--- src/rtl/alu_pkg.sv ---
`default_nettype none
// ============================================================================
// Module      : alu_pkg
// Description : Shared ALUOp, funct and ALU control encodings plus FSM states.
// Revision    : 1.0 - initial release
// ============================================================================
package alu_pkg;

    localparam logic [1:0] c_aluop_ldsd  = 2'b00;
    localparam logic [1:0] c_aluop_beq   = 2'b01;
    localparam logic [1:0] c_aluop_rtype = 2'b10;
    localparam logic [1:0] c_aluop_itype = 2'b11;

    // {funct7, funct3}
    localparam logic [9:0] c_funct_add  = 10'b0000000000;
    localparam logic [9:0] c_funct_sub  = 10'b0100000000;
    localparam logic [9:0] c_funct_or   = 10'b0000000110;
    localparam logic [9:0] c_funct_and  = 10'b0000000111;
    localparam logic [9:0] c_funct_mul  = 10'b0000001000;
    localparam logic [9:0] c_funct_divu = 10'b0000001101;

    localparam logic [3:0] c_ctrl_and  = 4'b0000;
    localparam logic [3:0] c_ctrl_or   = 4'b0001;
    localparam logic [3:0] c_ctrl_add  = 4'b0010;
    localparam logic [3:0] c_ctrl_sub  = 4'b0110;
    localparam logic [3:0] c_ctrl_mul  = 4'b1000;
    localparam logic [3:0] c_ctrl_divu = 4'b1001;

    typedef enum logic [0:0] {
        S_IDLE = 1'b0,
        S_BUSY = 1'b1
    } state_t;

endpackage
`default_nettype wire

--- src/rtl/alu_iter_muldiv.sv ---
`default_nettype none
// ============================================================================
// Module      : alu_iter_muldiv
// Description : Iterative shift-add multiplier (low half), plus a restoring
//               unsigned divider when ALU_DIV_EN is defined. DATA_W steps.
// Revision    : 1.0 - initial release
// ============================================================================
module alu_iter_muldiv #(
    parameter int DATA_W = 32
) (
    input  logic              clk,
    input  logic              rst,
    input  logic              i_start,
`ifdef ALU_DIV_EN
    input  logic              i_div,
`endif
    input  logic              i_abort,
    input  logic [DATA_W-1:0] i_a,
    input  logic [DATA_W-1:0] i_b,
    output logic              o_done,
    output logic [DATA_W-1:0] o_result
);
    import alu_pkg::*;

    localparam int CNT_W = (DATA_W > 1) ? $clog2(DATA_W) : 1;
    localparam logic [CNT_W-1:0] c_last = CNT_W'(DATA_W - 1);

    logic              r_busy;
    logic [CNT_W-1:0]  r_count;
    logic [DATA_W-1:0] r_a;    // multiplicand / divisor
    logic [DATA_W-1:0] r_b;    // multiplier / dividend shifting into quotient
    logic [DATA_W-1:0] r_acc;  // product accumulator / partial remainder
    logic [DATA_W-1:0] w_mul_acc;

    assign w_mul_acc = r_b[0] ? (r_acc + r_a) : r_acc;

`ifdef ALU_DIV_EN
    logic              r_div;
    logic [DATA_W:0]   w_shift;
    logic [DATA_W:0]   w_sub;
    logic              w_ge;
    logic [DATA_W-1:0] w_rem_next;
    logic [DATA_W-1:0] w_q_next;

    // A zero divisor always "fits", so every quotient bit becomes one.
    assign w_shift    = {r_acc, r_b[DATA_W-1]};
    assign w_ge       = (w_shift >= {1'b0, r_a});
    assign w_sub      = w_shift - {1'b0, r_a};
    assign w_rem_next = w_ge ? w_sub[DATA_W-1:0] : w_shift[DATA_W-1:0];
    assign w_q_next   = {r_b[DATA_W-2:0], w_ge};
    assign o_result   = r_div ? w_q_next : w_mul_acc;
`else
    assign o_result   = w_mul_acc;
`endif

    assign o_done = r_busy && (r_count == '0);

    always_ff @(posedge clk) begin
        if (rst) begin
            r_busy  <= 1'b0;
            r_count <= '0;
            r_a     <= '0;
            r_b     <= '0;
            r_acc   <= '0;
`ifdef ALU_DIV_EN
            r_div   <= 1'b0;
`endif
        end else if (i_abort) begin
            r_busy  <= 1'b0;
            r_count <= '0;
        end else if (i_start) begin
            r_busy  <= 1'b1;
            r_count <= c_last;
            r_a     <= i_a;
            r_b     <= i_b;
            r_acc   <= '0;
`ifdef ALU_DIV_EN
            r_div   <= i_div;
`endif
        end else if (r_busy) begin
`ifdef ALU_DIV_EN
            if (r_div) begin
                r_acc <= w_rem_next;
                r_b   <= w_q_next;
            end else begin
                r_acc <= w_mul_acc;
                r_a   <= r_a << 1;
                r_b   <= r_b >> 1;
            end
`else
            r_acc <= w_mul_acc;
            r_a   <= r_a << 1;
            r_b   <= r_b >> 1;
`endif
            if (r_count == '0) begin
                r_busy <= 1'b0;
            end else begin
                r_count <= r_count - 1'b1;
            end
        end
    end

endmodule
`default_nettype wire

--- src/rtl/alu_ctrl_exec.sv ---
`default_nettype none
// ============================================================================
// Module      : alu_ctrl_exec
// Description : EX-stage ALU control decode and execute with iterative MUL.
//               Optional DIVU path enabled by macro ALU_DIV_EN.
// Revision    : 1.0 - initial release
// ============================================================================
module alu_ctrl_exec #(
    parameter int DATA_W  = 32,
    parameter int FUNCT_W = 10,
    parameter int CTRL_W  = 4
) (
    input  logic               clk_i,
    input  logic               rst_i,
    input  logic               valid_i,
    output logic               ready_o,
    input  logic [FUNCT_W-1:0] funct_i,
    input  logic [1:0]         ALUOp_i,
    input  logic [DATA_W-1:0]  src1_i,
    input  logic [DATA_W-1:0]  src2_i,
    input  logic               flush_i,
    output logic [CTRL_W-1:0]  ALUCtrl_o,
    output logic [DATA_W-1:0]  result_o,
    output logic               zero_o,
    output logic               valid_o,
    output logic               illegal_o,
    output logic               stall_o
);
    import alu_pkg::*;

    state_t            r_state;
    logic [CTRL_W-1:0] r_ctrl;
    logic [DATA_W-1:0] r_result;
    logic              r_zero;
    logic              r_illegal;
    logic              r_valid;

    logic [CTRL_W-1:0] w_ctrl;
    logic              w_illegal;
    logic              w_multi;
    logic              w_accept;
    logic [DATA_W-1:0] w_alu;
    logic              w_md_done;
    logic [DATA_W-1:0] w_md_result;

    always_comb begin
        w_ctrl    = c_ctrl_add;
        w_illegal = 1'b0;
        case (ALUOp_i)
            c_aluop_ldsd, c_aluop_itype: w_ctrl = c_ctrl_add;
            c_aluop_beq:                 w_ctrl = c_ctrl_sub;
            default: begin
                case (funct_i)
                    c_funct_or:   w_ctrl = c_ctrl_or;
                    c_funct_and:  w_ctrl = c_ctrl_and;
                    c_funct_add:  w_ctrl = c_ctrl_add;
                    c_funct_sub:  w_ctrl = c_ctrl_sub;
                    c_funct_mul:  w_ctrl = c_ctrl_mul;
`ifdef ALU_DIV_EN
                    c_funct_divu: w_ctrl = c_ctrl_divu;
`endif
                    default: begin
                        w_ctrl    = c_ctrl_and;
                        w_illegal = 1'b1;
                    end
                endcase
            end
        endcase
    end

    always_comb begin
        w_alu = src1_i & src2_i;
        case (w_ctrl)
            c_ctrl_or:  w_alu = src1_i | src2_i;
            c_ctrl_add: w_alu = src1_i + src2_i;
            c_ctrl_sub: w_alu = src1_i - src2_i;
            default:    w_alu = src1_i & src2_i;
        endcase
    end

`ifdef ALU_DIV_EN
    assign w_multi = (w_ctrl == c_ctrl_mul) || (w_ctrl == c_ctrl_divu);
`else
    assign w_multi = (w_ctrl == c_ctrl_mul);
`endif

    // Flush wins over a request in the same cycle.
    assign w_accept = valid_i && ready_o && !flush_i;

    alu_iter_muldiv #(
        .DATA_W (DATA_W)
    ) u_muldiv (
        .clk      (clk_i),
        .rst      (!rst_i),
        .i_start  (w_accept && w_multi),
`ifdef ALU_DIV_EN
        .i_div    (w_ctrl == c_ctrl_divu),
`endif
        .i_abort  (flush_i && (r_state == S_BUSY)),
        .i_a      (src1_i),
        .i_b      (src2_i),
        .o_done   (w_md_done),
        .o_result (w_md_result)
    );

    always_ff @(posedge clk_i) begin
        if (!rst_i) begin
            r_state   <= S_IDLE;
            r_ctrl    <= '0;
            r_result  <= '0;
            r_zero    <= 1'b0;
            r_illegal <= 1'b0;
            r_valid   <= 1'b0;
        end else begin
            r_valid <= 1'b0;
            case (r_state)
                S_IDLE: begin
                    if (w_accept) begin
                        r_ctrl <= w_ctrl;
                        if (w_multi) begin
                            r_state   <= S_BUSY;
                            r_zero    <= 1'b0;
                            r_illegal <= 1'b0;
                        end else begin
                            r_result  <= w_alu;
                            r_zero    <= (w_alu == '0);
                            r_illegal <= w_illegal;
                            r_valid   <= 1'b1;
                        end
                    end
                end
                default: begin
                    if (flush_i) begin
                        r_state <= S_IDLE;
                    end else if (w_md_done) begin
                        r_result <= w_md_result;
                        r_zero   <= (w_md_result == '0);
                        r_valid  <= 1'b1;
                        r_state  <= S_IDLE;
                    end
                end
            endcase
        end
    end

    assign ready_o   = (r_state == S_IDLE);
    assign stall_o   = !ready_o;
    assign ALUCtrl_o = r_ctrl;
    assign result_o  = r_result;
    assign valid_o   = r_valid;
    assign zero_o    = r_valid && r_zero;
    assign illegal_o = r_valid && r_illegal;

endmodule
`default_nettype wire

--- config.mk ---
export PLATFORM = sky130hd
export DESIGN_NAME = alu_ctrl_exec
export DESIGN_NICKNAME = d
export VERILOG_FILES = /design/src/rtl/alu_pkg.sv /design/src/rtl/alu_iter_muldiv.sv /design/src/rtl/alu_ctrl_exec.sv
export SDC_FILE = /design/constraint.sdc
export NUM_CORES = 1
export LEC_CHECK = 0
export ABC_CLOCK_PERIOD_IN_PS = 5600
export CORE_ASPECT_RATIO = 1.2
export CORE_MARGIN = 5
export CORE_UTILIZATION = 53
export DETAILED_ROUTE_END_ITERATION = 8
export GPL_TIMING_DRIVEN = 0
export PLACE_DENSITY_LB_ADDON = 0.05
export SLEW_MARGIN = 10
export SYNTH_ARGS = -nofsm -noshare
export SYNTH_HDL_FRONTEND = slang
export SYNTH_SLANG_ARGS = --single-unit
--- constraint.sdc ---
create_clock -name clk_i -period 5.6 [get_ports clk_i]
set_input_delay 1.68 -clock clk_i [delete_from_list [all_inputs] [get_ports clk_i]]
set_output_delay 1.68 -clock clk_i [all_outputs]
set_load 0.005 [all_outputs]
### After elaboration in Yosys (flattened, before gate mapping)

Index checks and enable logic that the tools add are counted.

| storage, ports and cells | value |
|---|---|
| register bits | 142 |
| input port bits | 80 |
| output and inout port bits | 41 |
| word-level logic and storage cells | 97 |

| operators by class | value |
|---|---|
| equality and inequality tests | 14 |
| reductions and logical operators | 24 |
| bitwise operators | 5 |
| mux-type cells | 39 |
| add/subtract/negate cells | 4 |

Operator list:

| operator | count |
|---|---|
| $mux 32 | 12 |
| $pmux 32 s3 | 1 |
| $add 32x32->32 | 2 |
| $logic_not 32->1 | 2 |
| $and 32x32->32 | 1 |
| $or 32x32->32 | 1 |
| $sub 32x32->32 | 1 |
| $mux 1 | 21 |
| $eq 10x3->1 const B | 2 |
| $pmux 4 s4 | 1 |
| $mux 5 | 3 |
| $eq 10x4->1 const B | 1 |
| $eq 10x9->1 const B | 1 |
| $logic_not 10->1 | 1 |
| $pmux 4 s2 | 1 |
| $logic_and 1x1->1 | 7 |
| $reduce_and 2->1 | 3 |
| $logic_not 5->1 | 1 |
| $reduce_or 5->1 | 1 |
| $sub 5x1->5 const B | 1 |
| $eq 4x1->1 const B | 1 |
| $eq 4x2->1 const B | 1 |
| $eq 4x3->1 const B | 1 |
| $eq 4x4->1 const B | 1 |
| other kinds (12) | 18 |

### Logic depth before layout (Yosys ltp)

Gate-level depths: netlist of run 1.

| depth | value |
|---|---|
| depth after elaboration | 9 |
| depth in mapped cells | 21 |
| mapped depth without buffers | 21 |

### Cells and area by module

A second synthesis of run 1 with hierarchy kept.

| unflattened totals | value |
|---|---|
| cells, all modules | 1418 |
| area, all modules | 11279.6 um2 |

Modules (own cells, without submodules):

| module | instances | sequential area each (um2) | area an instance (um2) | cells an instance |
|---|---|---|---|---|
| alu_iter_muldiv | 1 | 2042.0 | 6022.0 | 661 |
| alu_ctrl_exec | 1 | 800.8 | 5257.5 | 757 |

### Worst setup path after synthesis of run 1

Ideal clock, no wire load.

| timing | value |
|---|---|
| path type | input to register |
| start | input src2_i[10] |
| end | register r_result[31] (netlist: result_o[31]) |
| setup time | 0.122 ns |
| path slack | -0.289 ns |
| data arrival time | 5.767 ns |
| buffers on the path | 1 |
| cell stages on the path | 19 |
| required time | 5.478 ns |
| cell sequence | or4_4 -> nor4_4 -> nand2b_1 -> nor4_2 -> nand2_1 -> or2_2 -> o41ai_1 -> xor2_1 -> ha_1 -> clkbuf_1 -> and4_1 -> and3_1 -> a311oi_1 -> nor3b_1 -> o41ai_1 -> xnor2_1 -> a2111oi_1 -> a21oi_1 -> o311a_1 |

| on the way | value |
|---|---|
| cells in the longest elaborated chain, start to end | 5 |
| elaborated cells between the ends (all ways) | 6 |
| classes of those cells | 2 x add/sub; 4 x mux |

RTL lines:

| item | RTL line | source |
|---|---|---|
| start, declared | alu_ctrl_exec.sv:20 | `input logic [DATA_W-1:0] src2_i,` |
| $sub 32x32->32 / $add 32x32->32 (equally long branches) | alu_ctrl_exec.sv:76, alu_ctrl_exec.sv:75 |  |
| $pmux 32 s3 * | alu_ctrl_exec.sv:73 | `case (w_ctrl)` |
| $mux 32 * | alu_ctrl_exec.sv:120 | `if (w_multi) begin` |
| $mux 32 * | alu_ctrl_exec.sv:118 | `if (w_accept) begin` |
| $mux 32 * | alu_ctrl_exec.sv:116 | `case (r_state)` |
| end signal, assigned | alu_ctrl_exec.sv:125 | `r_result <= w_alu;` |
| end signal, assigned | alu_ctrl_exec.sv:136 | `r_result <= w_md_result;` |
| end, declared | alu_ctrl_exec.sv:33 | `logic [DATA_W-1:0] r_result;` |

Mark *: on every way between the ends. The rest lies on a longest branch, timed or not. The select of a mux whose other input is x is not followed.
A chain may end at the register's enable or synchronous reset.

### Worst setup path in the final report of run 1

| timing | value |
|---|---|
| start | input src2_i[9] |
| end | register r_result[31] (netlist: result_o[31]) |

The elaborated chain is that of the path after synthesis.

==> results.ini, run 1 <==
[worst_setup_path]
cp_slowest_cell = or4_4
critPathArrivalTime_ps = 6160
crit_start = src2_i[9]
start_kind = input pin
r2r-start = u_muldiv.r_a[0]
required_ps = 5920
critPathCaptureType = flop
reg2reg_slack_ps = 1440
r2r_end = r_zero
critical_path.cell_chain = buf_8, or4_4, nor4_4, nand2b_1, nor4_4, nand2_1, or2_4, o41ai_4, xor2_1, ha_1, clkbuf_2, and4_1, and3_1, a311oi_2, nor3b_2, o41ai_4, xnor2_2, a2111oi_4, a21oi_1, o311a_1
crit_path_end = result_o[31]
critical_path_class = in2reg
rr_worst_depth = 13
slowest_delay_ps = 550
critPathMaxFanout = 10
path_buf_inv = 2
path_depth = 20
critical_path.top_delay_family = simple AND/OR/NAND/NOR gates

[routing]
post_drt_wl_per_cell_um = 21.8
detail_route.iter0.violations = 1266
drt-vias-per-instance = 6.48
first_pass_iters = 8
route.detailed.drc = 0
final_antenna_net_count = 0
wl_um = 43800
vias = 13000

[final_layout]
drive_gt1_frac = 0.106
nets = 1868
multiInputGateArea_um2 = 8890
ff_latch_area_um2 = 2840
fillers = 1924
area_growth_pct = 24.5
diodes = 0

[logic_synthesis]
synth_top_area_share = 0.241
synthCells = 1556
ys.flop_type = dfxtp_1
syn-cell-area_um2 = 11800
yosysTopAreaCell = dfxtp_1
synthDistinctLibCells = 97
synth_edf_count = 0
postSynthAreaPerCell_um2 = 7.57
synthArstFlopShare = 0
synth_area_leaders = dfxtp_1 (24%), nand2_1 (7.8%), ha_1 (7.1%), o211a_1 (5.7%), a21oi_1 (4.8%)
ys_warn_count = 0
ys_ff_latch = 142
synth_seq_area_share = 0.241
synth_fp_nets = 1705

[die]
dieArea_um2 = 25300
initial_core_util = 0.541
die_w_um = 146
chipHeight_um = 173
coreArea_um2 = 21800
row_count = 59
io_pins = 121

[status]
status = complete, but fails checks
violations = setup timing

[placement]
routabilityCongestion = 0.947
hpwl_um = 34300
port_buffers = 119
dp_worst_setup_slack_ps = -1730

[sta]
relSlewSlack = 0.291
slew_violations = 0
hold_viol = 0
setup_viol = 2
min_period_ps = 5840
fmax_mhz = 171
fin_crit_sh = 1.04
max_slew.worst_pin.slew_ps = 1060
timing.final.ws_setup_ps = -235
rsz0062_at_grt = yes
fin_worst_skew_ps = 17.2

[global_routing]
grt_pass1_vias = 12400
grt_max_degree = 17
grt_pass1_wl_um = 67100
global_route.usage.met1 = 0.406
antenna_found_initial = 0
grt_busiest_layer = met2
use_met3 = 0.0560
grt_usage = 0.331
grt.overflow.total = 0
grt_use_met2 = 0.565

[clocking]
root_buffer = clkbuf_16
numCtsBuffers = 17
clk_latency_ps = 440
cts_htree_levels = 4
postCtsHoldBufs = 0
clock_path_buffers = 2
clkTransAtPathRegs_ps = 60
clkSinkCount = 142
tritoncts = built

[job]
cap_violations = 0

[power_and_ir_drop]
power.density_nw_per_um2 = 218
p_total_uw = 3200
vdd_ir_drop_max_mv = 0.234
p_leak_uw = 0.00643

[min_path]
holdCritPathClass = reg2reg

[final cells by class]
cell class                      instances  share of cell area
Multi-Input combinational cell       1280               0.607
Sequential cell                       142               0.194
Timing Repair Buffer                  146              0.0965
Clock buffer                           22              0.0337
Buffer                                 94              0.0260
Tap cell                              274              0.0234
Clock inverter                         10              0.0102
Inverter                               38             0.00973
[state kept, by name (all words and copies together) (netlist names)]
register          flops
result_o             32
u_muldiv.r_acc       32
u_muldiv.r_count      5
u_muldiv.r_busy       1
ALUCtrl_o             4
u_muldiv.r_b         32
stall_o               1
valid_o               1
u_muldiv.r_a         32
r_illegal             1
r_zero                1
[through the flow]
| stage | utilization | instance area [µm²] | cells | hold WS, ps | TNS [ps] |
|---|---|---|---|---|---|
| 2_1_floorplan | - | 11800 | 1556 | 454 | -199 |
| 3_3_place_gp | 0.612 | 13300 | 1949 | 455 | -23680 |
| 3_5_place_dp | 0.612 | 13300 | 1949 | 458 | -24480 |
| 4_1_cts | 0.659 | 14400 | 1996 | 455 | -911 |
| 5_1_grt | 0.673 | 14700 | 2006 | 488 | -1310 |
| 6_report | 0.673 | 14700 | 2006 | 454 | -299 |
[Yosys cell counts (30+ instances only)]
master,count
nand2_1,244
dfxtp_1,142
a21oi_1,112
nor2_1,107
clkbuf_1,78
nand3_1,75
ha_1,67
o211a_1,67
o21ai_0,66
a211oi_1,56
nor2b_1,39
xnor2_1,39
inv_1,37
a21o_1,33
xor2_1,31
nor3_1,30
[timing repair]
item / 4_1_cts / 5_1_grt
resized for setup: 92 / 57
buffers inserted: 16 / 11
endpoints found under the setup margin: 24 / 19
pin swaps: 36 / 30
[cell usage in the layout, fill, tap and decap left out, drive strengths merged, types with 31 or more instances in the layout]
| cell | instances |
|---|---|
| a211oi | 58 |
| a21o | 33 |
| a21oi | 114 |
| buf | 51 |
| clkbuf | 96 |
| clkdlybuf4s50 | 106 |
| dfxtp | 142 |
| ha | 67 |
| inv | 42 |
| nand2 | 244 |
| nand3 | 75 |
| nor2 | 107 |
| nor2b | 39 |
| nor3 | 32 |
| o211a | 67 |
| o21ai | 71 |
| xnor2 | 39 |
| xor2 | 31 |
[per-layer routing]
metal  wire length [µm]  part of all wire
met3               3400             0.078
met5                  0                 0
met2              20800              0.48
met1              17400              0.40
met4               2180             0.050
[kinds of logic (layout without fill, tap and decap cells)]
family	count (synthesis)	count (layout)	synth area share
compound gates	520	520	0.326
xor+xnor	70	70	0.0521
fa+ha+maj	69	69	0.0746
buf+inv	134	310	0.0432
flops	142	142	0.241
mux	20	20	0.0177
simple gates	601	601	0.245
[worst min path at each step]
stage | start | endpoint | cells after the start
2_1_floorplan | u_muldiv.r_acc[7] | u_muldiv.r_acc[7] | 2
3_3_place_gp | result_o[30] | result_o[30] | 2
3_5_place_dp | result_o[30] | result_o[30] | 2
4_1_cts | result_o[30] | result_o[30] | 2
5_1_grt | result_o[23] | result_o[23] | 2
6_report | result_o[30] | result_o[30] | 2
[tightest hold or removal path, delay by kind of cell, from the launching register on]
family | cells | cell delay, ps
DFF | 1 | 310
and+or+nand+nor | 1 | 50
AOI/OAI and AO/OA | 1 | 50
[where the power goes]
part	internal, µW	leakage [µW]	switching [µW]
registers	1030	0.00115	12.9
logic	379	0.00497	513
clock network	768	0.000310	494
Note: power is estimated with default switching activity, not from simulation.
==> inputs of run 2 (changes only) <==
--- a/config.mk
+++ b/config.mk
@@ -8,8 +8,9 @@
 export ABC_CLOCK_PERIOD_IN_PS = 5600
 export CORE_ASPECT_RATIO = 1.2
 export CORE_MARGIN = 5
-export CORE_UTILIZATION = 53
+export CORE_UTILIZATION = 55
 export DETAILED_ROUTE_END_ITERATION = 8
+export DONT_BUFFER_PORTS = 1
 export GPL_TIMING_DRIVEN = 0
 export PLACE_DENSITY_LB_ADDON = 0.05
 export SLEW_MARGIN = 10
==> run 2 against run 1 <==
Net effect: the flow still finishes with violations (setup timing); largest power group unchanged; clock skew decreased by 7.3 ps; critical path depth decreased by 1; via count decreased by 5.1%; non-clock buffer count decreased by 132.
==> results.ini, run 2 (same netlist as run 1, synthesis figures left out) <==
[worst_setup_path]
r2r_end = r_zero  ; unchanged
rr_worst_depth = 9  ; was 13
start_kind = input pin  ; unchanged
r2r-start = u_muldiv.r_b[0]  ; was u_muldiv.r_a[0]
required_ps = 5920  ; about the same
critPathCaptureType = flop  ; unchanged
reg2reg_slack_ps = 1570  ; was 1440 ps
critPathArrivalTime_ps = 6070  ; was 6160 ps
critical_path_class = in2reg  ; unchanged
critPathMaxFanout = 10  ; unchanged

[routing]
post_drt_wl_per_cell_um = 23.0  ; was 21.8 µm
first_pass_iters = 5  ; was 8
vias = 12300  ; was 13,000
detail_route.iter0.violations = 1106  ; was 1,266
wl_um = 42900  ; was 43,800 µm
route.detailed.drc = 0  ; unchanged
drt-vias-per-instance = 6.60  ; was 6.48
final_antenna_net_count = 0  ; unchanged

[global_routing]
grt_usage = 0.346  ; was 0.331
grt_pass1_vias = 11900  ; was 12,400
antenna_found_initial = 0  ; unchanged
grt.overflow.total = 0  ; unchanged
grt_pass1_wl_um = 65900  ; was 67,100 µm
grt_max_degree = 17  ; unchanged

[power_and_ir_drop]
vdd_ir_drop_max_mv = 0.219  ; was 0.234 mV
power.density_nw_per_um2 = 217  ; was 218 nW/µm²
p_leak_uw = 0.00574  ; was 0.00643 µW

[sta]
rsz0062_at_grt = yes  ; unchanged
hold_slack_ps = 474  ; was 454 ps
fmax_mhz = 174  ; was 171 MHz
fin_setup_tns_ps = -143  ; was -299 ps
max_slew.worst_pin.slew_ps = 1040  ; was 1060 ps
slew_violations = 0  ; unchanged
timing.final.ws_setup_ps = -143  ; was -235 ps
min_period_ps = 5740  ; was 5840 ps
hold_viol = 0  ; unchanged
fin_crit_sh = 1.03  ; was 1.04
relSlewSlack = 0.304  ; was 0.291
fin_worst_skew_ps = 9.87  ; was 17.2 ps
setup_viol = 1  ; was 2

[job]
cap_violations = 0  ; unchanged

[final_layout]
layout_common_cells = nand2_1 (244), dfxtp_1 (142), a21oi_1 (109), nor2_1 (107), nand3_1 (75)  ; was nand2_1 (244), dfxtp_1 (142), clkdlybuf4s50_1 (106), nor2_1 (105), a21oi_1 (97)
drive_gt1_frac = 0.0782  ; was 0.106
area_growth_pct = 10.0  ; was 24.5%
mostFrequentLayoutCell = nand2_1  ; unchanged
diodes = 0  ; unchanged
nets = 1736  ; was 1,868

[die]
dieArea_um2 = 24400  ; was 25,300 µm²
chipHeight_um = 170  ; was 173 µm
coreArea_um2 = 21000  ; was 21,800 µm²
io_pins = 121  ; unchanged
die_w_um = 144  ; was 146 µm
initial_core_util = 0.560  ; was 0.541
row_count = 58  ; was 59

[min_path]
holdCritPathClass = reg2reg  ; unchanged
min_from = result_o[30]  ; unchanged
hold_depth = 2  ; unchanged
hold_end = result_o[30]  ; unchanged

[status]
status = complete, but fails checks  ; unchanged
violations = setup timing  ; unchanged

[clocking]
clkSinkCount = 142  ; unchanged
postCtsHoldBufs = 0  ; unchanged
cts_htree_levels = 4  ; unchanged
clkTransAtPathRegs_ps = 60  ; about the same
tritoncts = built  ; unchanged
numCtsBuffers = 17  ; unchanged
clk_latency_ps = 440  ; about the same
clock_path_buffers = 2  ; unchanged
root_buffer = clkbuf_16  ; unchanged

[placement]
routabilityCongestion = 0.958  ; was 0.947
hpwl_um = 34200  ; was 34,300 µm
port_buffers = 0  ; was 119

[run 2: cell types whose count changed in the layout (fill, tap and decap cells not counted), moves of 10 or more]
cell             change
clkdlybuf4s50_1    -106
buf_4               -15
a21oi_2             -10
a21oi_1             +12
[run 2: repair_timing]
item	4_1_cts	5_1_grt
pin swaps	7	18
gates resized for setup	16	45
hold endpoints to repair	0	0
setup endpoints to repair	16	14
buffers inserted	6	7
[run 2: how the worst max path moves through the flow]
stage / startpoint / end / slack (ps) / cells after the start
6_report: src2_i[10] / result_o[31] / -140 / 19
3_3_place_gp: funct_i[7] / result_o[31] / -1320 / 18
2_1_floorplan: src2_i[10] / result_o[31] / -200 / 19
3_5_place_dp: funct_i[7] / result_o[31] / -1370 / 18
5_1_grt: src2_i[10] / result_o[31] / -410 / 20
4_1_cts: src2_i[10] / result_o[31] / -260 / 20
[run 2: worst max-delay path: stages]
cell	delay, ps
or4_4	550
nor4_4	190
nand2b_1	140
nor4_2	180
nand2_1	120
or2_4	280
o41ai_2	230
xor2_1	180
ha_1	250
clkbuf_4	180
and4_1	230
and3_1	220
a311oi_2	360
nor3b_2	120
o41ai_2	340
xnor2_1	190
a2111oi_2	400
a21oi_1	80
o311a_1	140
[run 2: stage by stage]
stage,cells,util,total power (µW),instance area [µm²],setup slack [ps]
3_5_place_dp,1826,0.577,1680,12100,-1370
4_1_cts,1862,0.607,2760,12800,-258
3_3_place_gp,1826,0.577,1680,12100,-1320
5_1_grt,1868,0.616,2910,13000,-410
2_1_floorplan,1556,-,1520,11800,-199
6_report,1868,0.616,2810,13000,-143
[run 2: layout make-up]
class | count | area, µm²
Multi-Input combinational cell | 1280 | 8620
Fill cell | 1980 | 8090
Sequential cell | 142 | 2840
Clock buffer | 19 | 433
Buffer | 95 | 383
Tap cell | 270 | 338
Inverter | 38 | 143
Timing Repair Buffer | 13 | 101
Clock inverter | 11 | 96.3
[run 2: where the power goes]
part / total [µW] / switching (µW) / internal [µW]
clock network: 1080 / 475 / 603
logic: 682 / 414 / 267
registers: 1050 / 17.6 / 1030
[run 2: per-layer routing]
layer,track usage,vias to the layer above,wire length (µm),share of wire
li1,-,5835,-,-
met1,0.416,5737,16500,0.38
met2,0.578,616,20300,0.47
met3,0.0779,143,4030,0.094
met4,0.172,0,2170,0.051
met5,0,-,0,0
